==> src/rtl/sid_reg_if.sv <==
// Host register interface for the single-voice SID: byte writes into shadow registers, committed
// atomically to the active voice outputs on the next internal tick. Optional readback: SID_REGIF_READBACK_EN.
module sid_reg_if #(
  parameter int TICK_DIV = 16
) (
  input  logic        clk,
  input  logic        rst_n,
  input  logic        wr_valid,
  output logic        wr_ready,
  input  logic [2:0]  wr_addr,
  input  logic [7:0]  wr_data,
  input  logic [2:0]  rd_addr,
  output logic [7:0]  rd_data,
  output logic [15:0] frequency,
  output logic [15:0] duration,
  output logic [7:0]  attack,
  output logic [7:0]  sustain,
  output logic [7:0]  waveform,
  output logic        commit_busy,
  output logic        committed
);

  typedef enum logic [1:0] {S_IDLE, S_PEND, S_DONE} state_t;

  localparam logic [15:0] TICK_LAST = 16'(TICK_DIV - 1);

  state_t          r_state;
  logic [15:0]     r_tick_cnt;
  logic [6:0][7:0] r_shadow;
  logic            r_ready;
  logic            r_committed;
  logic [15:0]     r_freq, r_dur;
  logic [7:0]      r_attack, r_sustain, r_wave;

  logic w_tick, w_accept, w_ctrl;

  assign w_tick   = (r_tick_cnt == TICK_LAST);
  assign w_accept = wr_valid && r_ready;
  assign w_ctrl   = w_accept && (wr_addr == 3'd7);

  always_ff @(posedge clk or negedge rst_n) begin
    if (!rst_n)      r_tick_cnt <= '0;
    else if (w_tick) r_tick_cnt <= '0;
    else             r_tick_cnt <= r_tick_cnt + 16'd1;
  end

  always_ff @(posedge clk or negedge rst_n) begin
    if (!rst_n) begin
      r_shadow <= '0;
    end else if (w_ctrl && wr_data[1]) begin
      r_shadow <= '0;
    end else if (w_accept) begin
      for (int i = 0; i < 7; i++)
        if (wr_addr == 3'(i)) r_shadow[i] <= wr_data;
    end
  end

  // DONE holds wr_ready low for the committed cycle so ready returns the cycle after the pulse
  always_ff @(posedge clk or negedge rst_n) begin
    if (!rst_n) begin
      r_state     <= S_IDLE;
      r_ready     <= 1'b1;
      r_committed <= 1'b0;
      r_freq      <= '0;
      r_dur       <= '0;
      r_attack    <= '0;
      r_sustain   <= '0;
      r_wave      <= '0;
    end else begin
      r_committed <= 1'b0;
      case (r_state)
        S_IDLE: begin
          if (w_ctrl && wr_data[0]) begin
            r_state <= S_PEND;
            r_ready <= 1'b0;
          end
        end
        S_PEND: begin
          if (w_tick) begin
            r_freq      <= {r_shadow[1], r_shadow[0]};
            r_dur       <= {r_shadow[3], r_shadow[2]};
            r_attack    <= r_shadow[4];
            r_sustain   <= r_shadow[5];
            r_wave      <= r_shadow[6];
            r_committed <= 1'b1;
            r_state     <= S_DONE;
          end
        end
        S_DONE: begin
          r_state <= S_IDLE;
          r_ready <= 1'b1;
        end
        default: begin
          r_state <= S_IDLE;
          r_ready <= 1'b1;
        end
      endcase
    end
  end

  assign wr_ready    = r_ready;
  assign commit_busy = !r_ready;
  assign committed   = r_committed;
  assign frequency   = r_freq;
  assign duration    = r_dur;
  assign attack      = r_attack;
  assign sustain     = r_sustain;
  assign waveform    = r_wave;

`ifdef SID_REGIF_READBACK_EN
  logic [6:0][7:0] w_act;
  logic [7:0]      r_rd;

  assign w_act = {r_wave, r_sustain, r_attack, r_dur[15:8], r_dur[7:0], r_freq[15:8], r_freq[7:0]};

  always_ff @(posedge clk or negedge rst_n) begin
    if (!rst_n) begin
      r_rd <= '0;
    end else begin
      r_rd <= {7'b0, !r_ready};
      for (int i = 0; i < 7; i++)
        if (rd_addr == 3'(i)) r_rd <= w_act[i];
    end
  end

  assign rd_data = r_rd;
`else
  logic w_rd_unused;
  assign w_rd_unused = ^rd_addr;
  assign rd_data     = '0;
`endif

endmodule

==> config.mk <==
export PLATFORM = sky130hd
export DESIGN_NAME = sid_reg_if
export DESIGN_NICKNAME = d
export VERILOG_FILES = /design/src/rtl/sid_reg_if.sv
export SDC_FILE = /design/constraint.sdc
export NUM_CORES = 1
export LEC_CHECK = 0
export CAP_MARGIN = 10
export CORE_MARGIN = 2
export CORE_UTILIZATION = 54
export DETAILED_ROUTE_END_ITERATION = 16
export GPL_ROUTABILITY_DRIVEN = 0
export GPL_TIMING_DRIVEN = 0
export PLACE_DENSITY = 0.8
export SLEW_MARGIN = 30
export SYNTH_ARGS = -nofsm -noshare
export SYNTH_HDL_FRONTEND = slang
export SYNTH_SLANG_ARGS = --single-unit
==> constraint.sdc <==
create_clock -name clk -period 2.5 [get_ports clk]
set_clock_uncertainty 0.05 [all_clocks]
set_input_delay 0.5 -clock clk [delete_from_list [all_inputs] [get_ports clk]]
set_output_delay 0.5 -clock clk [all_outputs]
set_load 0.1 [all_outputs]
==> flow_summary.json, run 1 <==
{
  "status": "finished clean",
  "syn_avg_cell_area_um2": 13.4,
  "grt_use_total_pct": 23.5,
  "wire_per_inst_um": 18.1,
  "grt_setup_unrepaired": "false",
  "setup.worst_path.start_class": "flip-flop",
  "vdd_drop_max_v": 0.000758,
  "wl_um": 11800,
  "crit_path_end_kind": "flip-flop",
  "tns_ps": 0,
  "drc_errors": 0,
  "drtAntennaViolNets": 0,
  "antenna_found_initial": 0,
  "hold_path_class": "in2async",
  "dieArea_mm2": 0.0110,
  "post_cts_buffers": 0,
  "cts_made_buffers": 17,
  "drt-initial-drc-count": 193,
  "nets": 523,
  "die_w_um": 105,
  "viasPerCell": 5.35,
  "arrival_ps": 2700,
  "drive_gt1_share_pct": 21.9,
  "power_leakage_nw": 3.53,
  "fin_ws_ps": 116,
  "drt_first_pass_iters": 5,
  "post-place-ws_ps": -299,
  "grt_pass1_wl_um": 19700,
  "cts_max_level": 4,
  "syn_inst": 407,
  "relSlewSlack_pct": 33.4,
  "synth_edf_count": 0,
  "syn2layout_area_growth_pct": 27.0,
  "clkTransAtPathRegs_ps": 60,
  "synth.distinct_cells": 36,
  "hold_violations": 0,
  "holdWs_ps": 420,
  "synth_most_common_cell": "dfrtp_1",
  "yosysTopAreaCellShare_pct": 59.9,
  "fin_area_mm2": 0.00695,
  "grt_pass1_vias": 3668,
  "io_buffers": 70,
  "path_class": "reg2reg",
  "synthArstFlopShare_pct": 100,
  "vias": 3476,
  "cts.sinks": 132,
  "period_share_pct": 95.4,
  "cts_tree": "built",
  "die_h_um": 105,
  "cts_root_buffer": "clkbuf_8",
  "critPathRequiredTime_ps": 2820,
  "maxSlewViolCount": 0,
  "grt_max_degree": 85,
  "setup_viol": 0,
  "maxCapViolations": 0,
  "fmax_ghz": 0.419,
  "rows": 36,
  "tightest_slew_ps": 1000,
  "place_area_mm2": 0.00640,
  "start_util_pct": 55.7,
  "syn-cell-area_mm2": 0.00547,
  "overflow": 0,
  "ys_top_cells_by_count": "dfrtp_1, nor2_1, mux2i_1",
  "cts.path.max_buffers": 2,
  "yosysSeqAreaShare_pct": 60.4,
  "finalCriticalPeriod_ps": 2380,
  "synth_area_leaders": "dfrtp_1, mux2i_1, mux2_4",
  "crit_path_max_fanout": 10,
  "antenna_cells": 0,
  "fp.coreArea_mm2": 0.00982,
  "finalPower_mw": 7.96,
  "post-dp-hpwl_um": 7490,
  "synth-seq-cells": 132,
  "insertion_delay_ps": 510,
  "synthFlopType": "dfrtp_1",
  "ios": 84,
  "ys_warn_count": 0,
  "powerDensity_mw_per_mm2": 1150,
  "synth_area_leader_cell": "dfrtp_1"
}
-- layout by cell type (no fill, tap or decap), types with 6 or more instances in the layout --
cell type / instances
mux2_2: 28
clkbuf_1: 11
and3_1: 6
mux2_4: 29
clkbuf_16: 16
nand2_1: 19
xnor2_1: 9
dlygate4sd2_1: 58
dfrtp_1: 131
clkdlybuf4s50_1: 10
nand3_1: 6
buf_4: 11
o21ai_0: 11
conb_1: 8
nor2_1: 54
mux2i_1: 45
-- metal layers --
metal / track usage [%] / share of wire, % / vias to the layer above
li1: - / - / 1573
met1: 30.3 / 42 / 1756
met2: 39.0 / 51 / 123
met3: 5.80 / 4.7 / 24
met4: 8.19 / 1.9 / 0
met5: 0 / 0 / -
-- cells by family after synthesis --
family                   share of synthesized area [%]
AO/OA/AOI/OAI                                     1.39
XOR/XNOR                                          2.08
adder cells (fa/ha/maj)                          0.229
buffers and inverters                             4.02
flip-flops                                        60.4
multiplexers                                      21.9
other                                           0.0685
AND/OR/NAND/NOR                                   9.88
-- path summary, 6_finish.rpt --
path                       startpoint      endpoint  slack, ps  depth (start not counted)
min in group clk           r_state[1]    r_state[0]        430                          1
max in group asynchronous       rst_n      wr_ready       1260                          3
max reg2reg                  wr_ready  r_shadow[47]        120                          6
min                             rst_n     attack[4]        420                          2
min reg2reg                r_state[1]    r_state[0]        430                          1
max                          wr_ready  r_shadow[47]        120                          6
-- worst max-delay path, cell delays in order, from the launching register on --
cell      delay (ps)
dfstp_2          590
nand3_1          190
nor2_1           300
and2_1           170
clkbuf_1         370
clkbuf_1         440
nor2_1           130
-- where the power goes --
| group | total [mW] | internal, mW | switching (mW) | leakage, nW |
|---|---|---|---|---|
| Clock | 2.56 | 1.64 | 0.915 | 0.286 |
| Combinational | 2.52 | 0.557 | 1.96 | 1.52 |
| Sequential | 2.89 | 2.60 | 0.283 | 1.73 |
| Total | 7.96 | 4.80 | 3.16 | 3.53 |
-- per-stage QoR --
| stage | instances | util, % |
|---|---|---|
| 2_1_floorplan | 414 | - |
| 3_3_place_gp | 617 | 64.8 |
| 3_5_place_dp | 618 | 65.2 |
| 4_1_cts | 650 | 70.8 |
| 5_1_grt | 650 | 70.8 |
| 6_report | 650 | 70.8 |
-- state kept, by name, indices dropped and copies added (netlist names) --
register    cells
r_shadow       56
duration       16
frequency      16
r_tick_cnt     16
attack          8
sustain         8
waveform        8
r_state         2
committed       1
wr_ready        1
-- final cells by class --
type,count,area [um^2]
Fill cell,743,2870
Inverter,3,11.3
Sequential cell,132,3300
Buffer,27,210
Multi-Input combinational cell,252,1970
Clock buffer,19,432
Clock inverter,12,181
Tap cell,133,166
Timing Repair Buffer,72,672
-- what timing repair did --
action,CTS,global route
gates resized for setup,61,2
endpoints found under the hold margin,48,0
hold buffers,1,0
gates cloned,0,0
setup endpoints to repair,59,5
Note: power is estimated with default switching activity, not from simulation.
==> run 2: changes to the inputs <==
Settings changed: CORE_UTILIZATION 54 to 30, PLACE_DENSITY 0.8 to default.
==> run 2 against run 1 <==
  * Final cell count grew 15%
  * Setup slack worse by 74 ps
  * Count of clock-buffer cells in the layout rose by 10
  * Combinational power up 4%
  * Critical path type is now reg2out
  * Maximum frequency fell by 3.0%
  * Largest power group unchanged
  * Utilization decreased by 31 points
  * Final area is 3.3% higher
  * Routed wire length rose by 1.3%
==> flow_summary.json, run 2 (synthesis gave the netlist of run 1 again) <==
{
  "status": "finished clean",
  "crit_path_end_kind": "primary output",
  "cp_slowest_cell": "clkdlybuf4s50_1",
  "fillers": 1699,
  "hold_path_class": "reg2reg",
  "largest_reg_flops": 56,
  "start_util_pct": 30.6,
  "drt-initial-drc-count": 138,
  "critPathRequiredTime_ps": 1950,
  "layout_common_cells": "dfrtp_1, nor2_1, mux2i_1",
  "crit_path_max_fanout": 2,
  "wl_um": 11900,
  "hold_violations": 0,
  "vdd_drop_max_v": 0.000537,
  "io_buffers": 70,
  "final_cells": 747,
  "multi_input_area_mm2": 0.00197,
  "cts.sinks": 132,
  "powerDensity_mw_per_mm2": 1100,
  "drt_first_pass_iters": 4,
  "grt_use_total_pct": 13.0,
  "finalCriticalPeriod_ps": 2460,
  "regArea_mm2": 0.00330,
  "switchingPower_mw": 3.05,
  "post_cts_buffers": 0,
  "power_leakage_nw": 3.78,
  "maxSlewViolCount": 0,
  "p_int_mw": 4.88,
  "post-place-ws_ps": -329,
  "insertion_delay_ps": 420,
  "cts_made_buffers": 17,
  "post-dp-hpwl_um": 8000,
  "comb_power_share_pct": 32.9,
  "tightest_slew_ps": 988,
  "p_sw_share_pct": 38.5,
  "vias": 3307,
  "fp.coreArea_mm2": 0.0179,
  "antenna_cells": 0,
  "clkTransAtPathRegs_ps": 60,
  "viasPerCell": 4.43,
  "dieArea_mm2": 0.0193,
  "ios": 84,
  "p_seq_share_pct": 36.1,
  "maxCapViolations": 0,
  "path_class": "reg2out",
  "regMostFlops": "r_shadow",
  "grt_max_degree": 73,
  "rows": 49,
  "cts.path.max_buffers": 2,
  "fin_ws_ps": 42.2,
  "cp_cell_sequence": "clkdlybuf4s50_1",
  "grt_pass1_wl_um": 19200,
  "critPathTopFamily": "buffers and inverters",
  "drive_gt1_share_pct": 20.8,
  "arrival_ps": 1910,
  "die_h_um": 139,
  "grt_pass1_vias": 3487,
  "nets": 523,
  "clkPwrFrac_pct": 30.9,
  "die_w_um": 139,
  "setup_viol": 0,
  "cts_root_buffer": "clkbuf_16",
  "syn2layout_area_growth_pct": 31.2,
  "relSlewSlack_pct": 34.0,
  "drtAntennaViolNets": 0,
  "slowest_delay_ps": 1140,
  "drc_errors": 0,
  "setup.worst_path.start_class": "flip-flop",
  "antenna_found_initial": 0,
  "period_share_pct": 98.3,
  "overflow": 0,
  "final_common_cell": "dfrtp_1",
  "placedCellCount": 714,
  "cp_num_buf_inv": 1,
  "cts_max_level": 4,
  "wire_per_inst_um": 16.0,
  "fmax_ghz": 0.407,
  "cts_tree": "built"
}
[run 2: cell count changes in the layout (fill, tap and decap cells not counted), moves of 2 or more]
cell	change
clkbuf_1	+5
dlygate4sd2_1	-51
clkinvlp_4	-4
dlymetal6s2s_1	+28
bufinv_16	-2
clkinv_4	-3
clkdlybuf4s50_1	+24
clkbuf_8	+3
[run 2: layout make-up]
| type | count | area share [%] |
|---|---|---|
| well taps | 229 | 3.99 |
| flip-flops and latches | 132 | 46.0 |
| multi-input cells | 252 | 27.5 |
| plain buffers | 27 | 2.95 |
| clock buffers | 29 | 7.25 |
| repair buffers | 72 | 11.2 |
| clock inverters | 3 | 0.906 |
| inverters | 3 | 0.157 |
[run 2: per-layer routing]
metal | vias up | global-route usage, % | share of wire, %
met3 | 15 | 4.11 | 4.8
met4 | 0 | 5.48 | 1.9
met1 | 1639 | 16.7 | 46
li1 | 1577 | - | -
met2 | 76 | 20.6 | 47
met5 | - | 0 | 0
[run 2: final timing paths]
kind | startpoint | to | slack (ps) | depth (start not counted)
worst max-delay path | duration[2] | duration[2] | 40 | 1
worst min-delay path | r_state[1] | r_state[0] | 410 | 1
worst max register to register | wr_ready | r_shadow[42] | 170 | 6
worst min register to register | r_state[1] | r_state[0] | 410 | 1
max in group asynchronous | rst_n | r_shadow[28] | 1150 | 3
min in group asynchronous | rst_n | r_shadow[42] | 550 | 2
[run 2: through the flow]
stage	util [%]	hold slack, ps	power [mW]	setup TNS, ps	cell area [um^2]
after floorplan	-	154	4.89	0	5500
after global placement	36.2	399	5.53	-547260	6490
final	40.1	409	7.93	0	7180
after global routing	40.1	436	8.27	-9.66	7180
after detailed placement	36.4	408	5.56	-11300	6520
after CTS	39.7	414	8.03	0	7110
[run 2: power by group through the flow]
stage | clock [mW] | combinational, mW | sequential [mW]
6_report | 2.45 | 2.61 | 2.87
5_1_grt | 2.61 | 2.73 | 2.93
4_1_cts | 2.51 | 2.65 | 2.88
3_5_place_dp | 0 | 2.66 | 2.91
3_3_place_gp | 0 | 2.63 | 2.89
2_1_floorplan | 0 | 0.597 | 4.29
[run 2: timing repair]
action | CTS | global route
endpoints found under the setup margin | 7 | 42
resized for setup | 7 | 32
hold endpoints to repair | 59 | 0
hold buffers | 1 | 0
==> RTL edit: new RTL, flow settings as in run 2 <==
The option `SID_REGIF_READBACK_EN` is turned on by a define.
--- a/src/rtl/sid_reg_if.sv
+++ b/src/rtl/sid_reg_if.sv
@@ -1,5 +1,7 @@
 // Host register interface for the single-voice SID: byte writes into shadow registers, committed
 // atomically to the active voice outputs on the next internal tick. Optional readback: SID_REGIF_READBACK_EN.
+`define SID_REGIF_READBACK_EN
+
 module sid_reg_if #(
   parameter int TICK_DIV = 16
 ) (
Function: changed (a bounded check fails within 4 cycles, from zero or initial values and one cycle with rst_n low).
==> RTL edit against run 2 <==
  * Worst setup slack improved by 2.5 ps
  * Area after synthesis increased by 10%
  * Sequential share of layout area decreased by 0.70 points
  * Total power increased by 5.5%
  * Sequential power increased by 7.7%
  * Sequential cell count increased by 8
  * Routed wire length increased by 29%
  * Utilization decreased by 0.64 points
  * Design area increased by 7.7%
  * Combinational power increased by 8.4%
  * Synthesized cell count increased by 12%
  * Critical endpoint is now rd_data[2]
  * Highest routed layer unchanged
==> RTL edit: results (changes against run 2) <==
top post-synthesis cells by area -> dfrtp_1 (58%), mux2i_1 (8.6%), mux2_4 (7.2%)
Synth Area in Compound Gates -> 0.0259 (+0.0119)
vias in the first global route -> 4177 (+20%)
first drt pass iteration count -> 4 (unchanged)
Rel. slew slack -> 0.325 (-0.0151)
post-synthesis adder-cell area fraction -> 0.00207 (-0.000216)
DP Area -> 0.00719 mm^2 (+10%)
Final WS setup -> 44.7 ps (+2.50 ps)
status -> finished, final reports clean
DR iter-0 viols -> 212 (+54%)
R2R cell count -> 6 (unchanged)
Post-CTS Setup Inserts -> 0 (unchanged)
Yosys warning count -> 0 (unchanged)
placed cell count -> 802 (+12%)
drt total wl -> 15400 um (+29%)
Hold Path End -> r_state[0]$_DFFE_PN0P_
Fill cells -> 1888 (+11%)
clk_lat worst skew -> 420 ps (about the same)
hold_ws -> 433 ps (+23.8 ps)
fin nets -> 575 (+9.9%)
global-route usage over all layers -> 0.151 (+0.0202)
Syn Inst Count -> 457 (+12%)
layout cells sized above 1 -> 0.212 (+0.00379)
Wirelength per Cell -> 18.4 um (+15%)
end point of the critical path -> rd_data[2]
hold bufs inserted after CTS -> 1 (unchanged)
Max IR drop VDD -> 543 uV (+1.3%)
xor and xnor fraction of the mapped netlist area -> 0.0188 (-0.00196)
# resized after CTS -> 53 (+46)
post-synthesis sequential area ratio -> 0.580 (-0.0239)
Place WS -> -363 ps (-33.6 ps)
clock root buffer -> clkbuf_16
worst setup path startpoint -> rd_data[2]$_DFF_PN0_
mux cell area share after synthesis -> 0.246 (+0.0263)
setup slack, reg-to-reg -> 220 ps (+50 ps)
Max FO, Critical Path -> 1 (-1)
CP max stage delay -> 1150 ps
drt via density -> 4.68 (+5.8%)
top cells by instance count after synthesis -> dfrtp_1 (139), nor2_1 (67), mux2i_1 (52), mux2_2 (29), mux2_4 (29)
P_leak -> 3.81 nW (+0.80%)
hold depth -> 1 (unchanged)
first-pass GRT wire length -> 24200 um (+26%)
Reg-to-Reg Start -> wr_ready$_DFFE_PN1P_
synth unique cells -> 35 (-2.8%)
PortBufs -> 79 (+13%)
RR Endpoint -> r_shadow[0]$_DFFE_PN0P_
clk slew on worst S/H paths -> 60 ps (about the same)
post-DP HPWL -> 10800 um (+35%)
clock buffer depth -> 2 (unchanged)
Top reg by flops -> r_shadow
## RTL edit: cell count changes after synthesis, sizes merged, moves of 2 or more
cell    before  now
mux2i       45   52
dfrtp      131  139
clkbuf      11   14
buf         16   10
mux4         0    9
nor2        57   70
a21oi        1   15
o21ai       11   13
nor3         2    0
## RTL edit: layout make-up
cell class,count,area (um^2),share of cell area
buffer,24,175,0.0227
clock buffer,20,457,0.0591
clock inverter,12,121,0.0157
inverter,3,11.3,0.00146
multi-input combinational,290,2360,0.305
sequential,140,3500,0.453
tap,265,332,0.0429
timing repair buffer,81,772,0.0999
## RTL edit: power by group
group | switching [mW] | total, mW | internal, mW
Combinational | 2.15 | 2.83 | 0.674
Clock | 0.937 | 2.45 | 1.51
Sequential | 0.341 | 3.09 | 2.75
Total | 3.43 | 8.37 | 4.94
## RTL edit: layer usage
metal,global-route usage,share of wire
met5,0,0
met4,0.0505,0.015
met3,0.0379,0.046
met2,0.236,0.47
met1,0.205,0.47
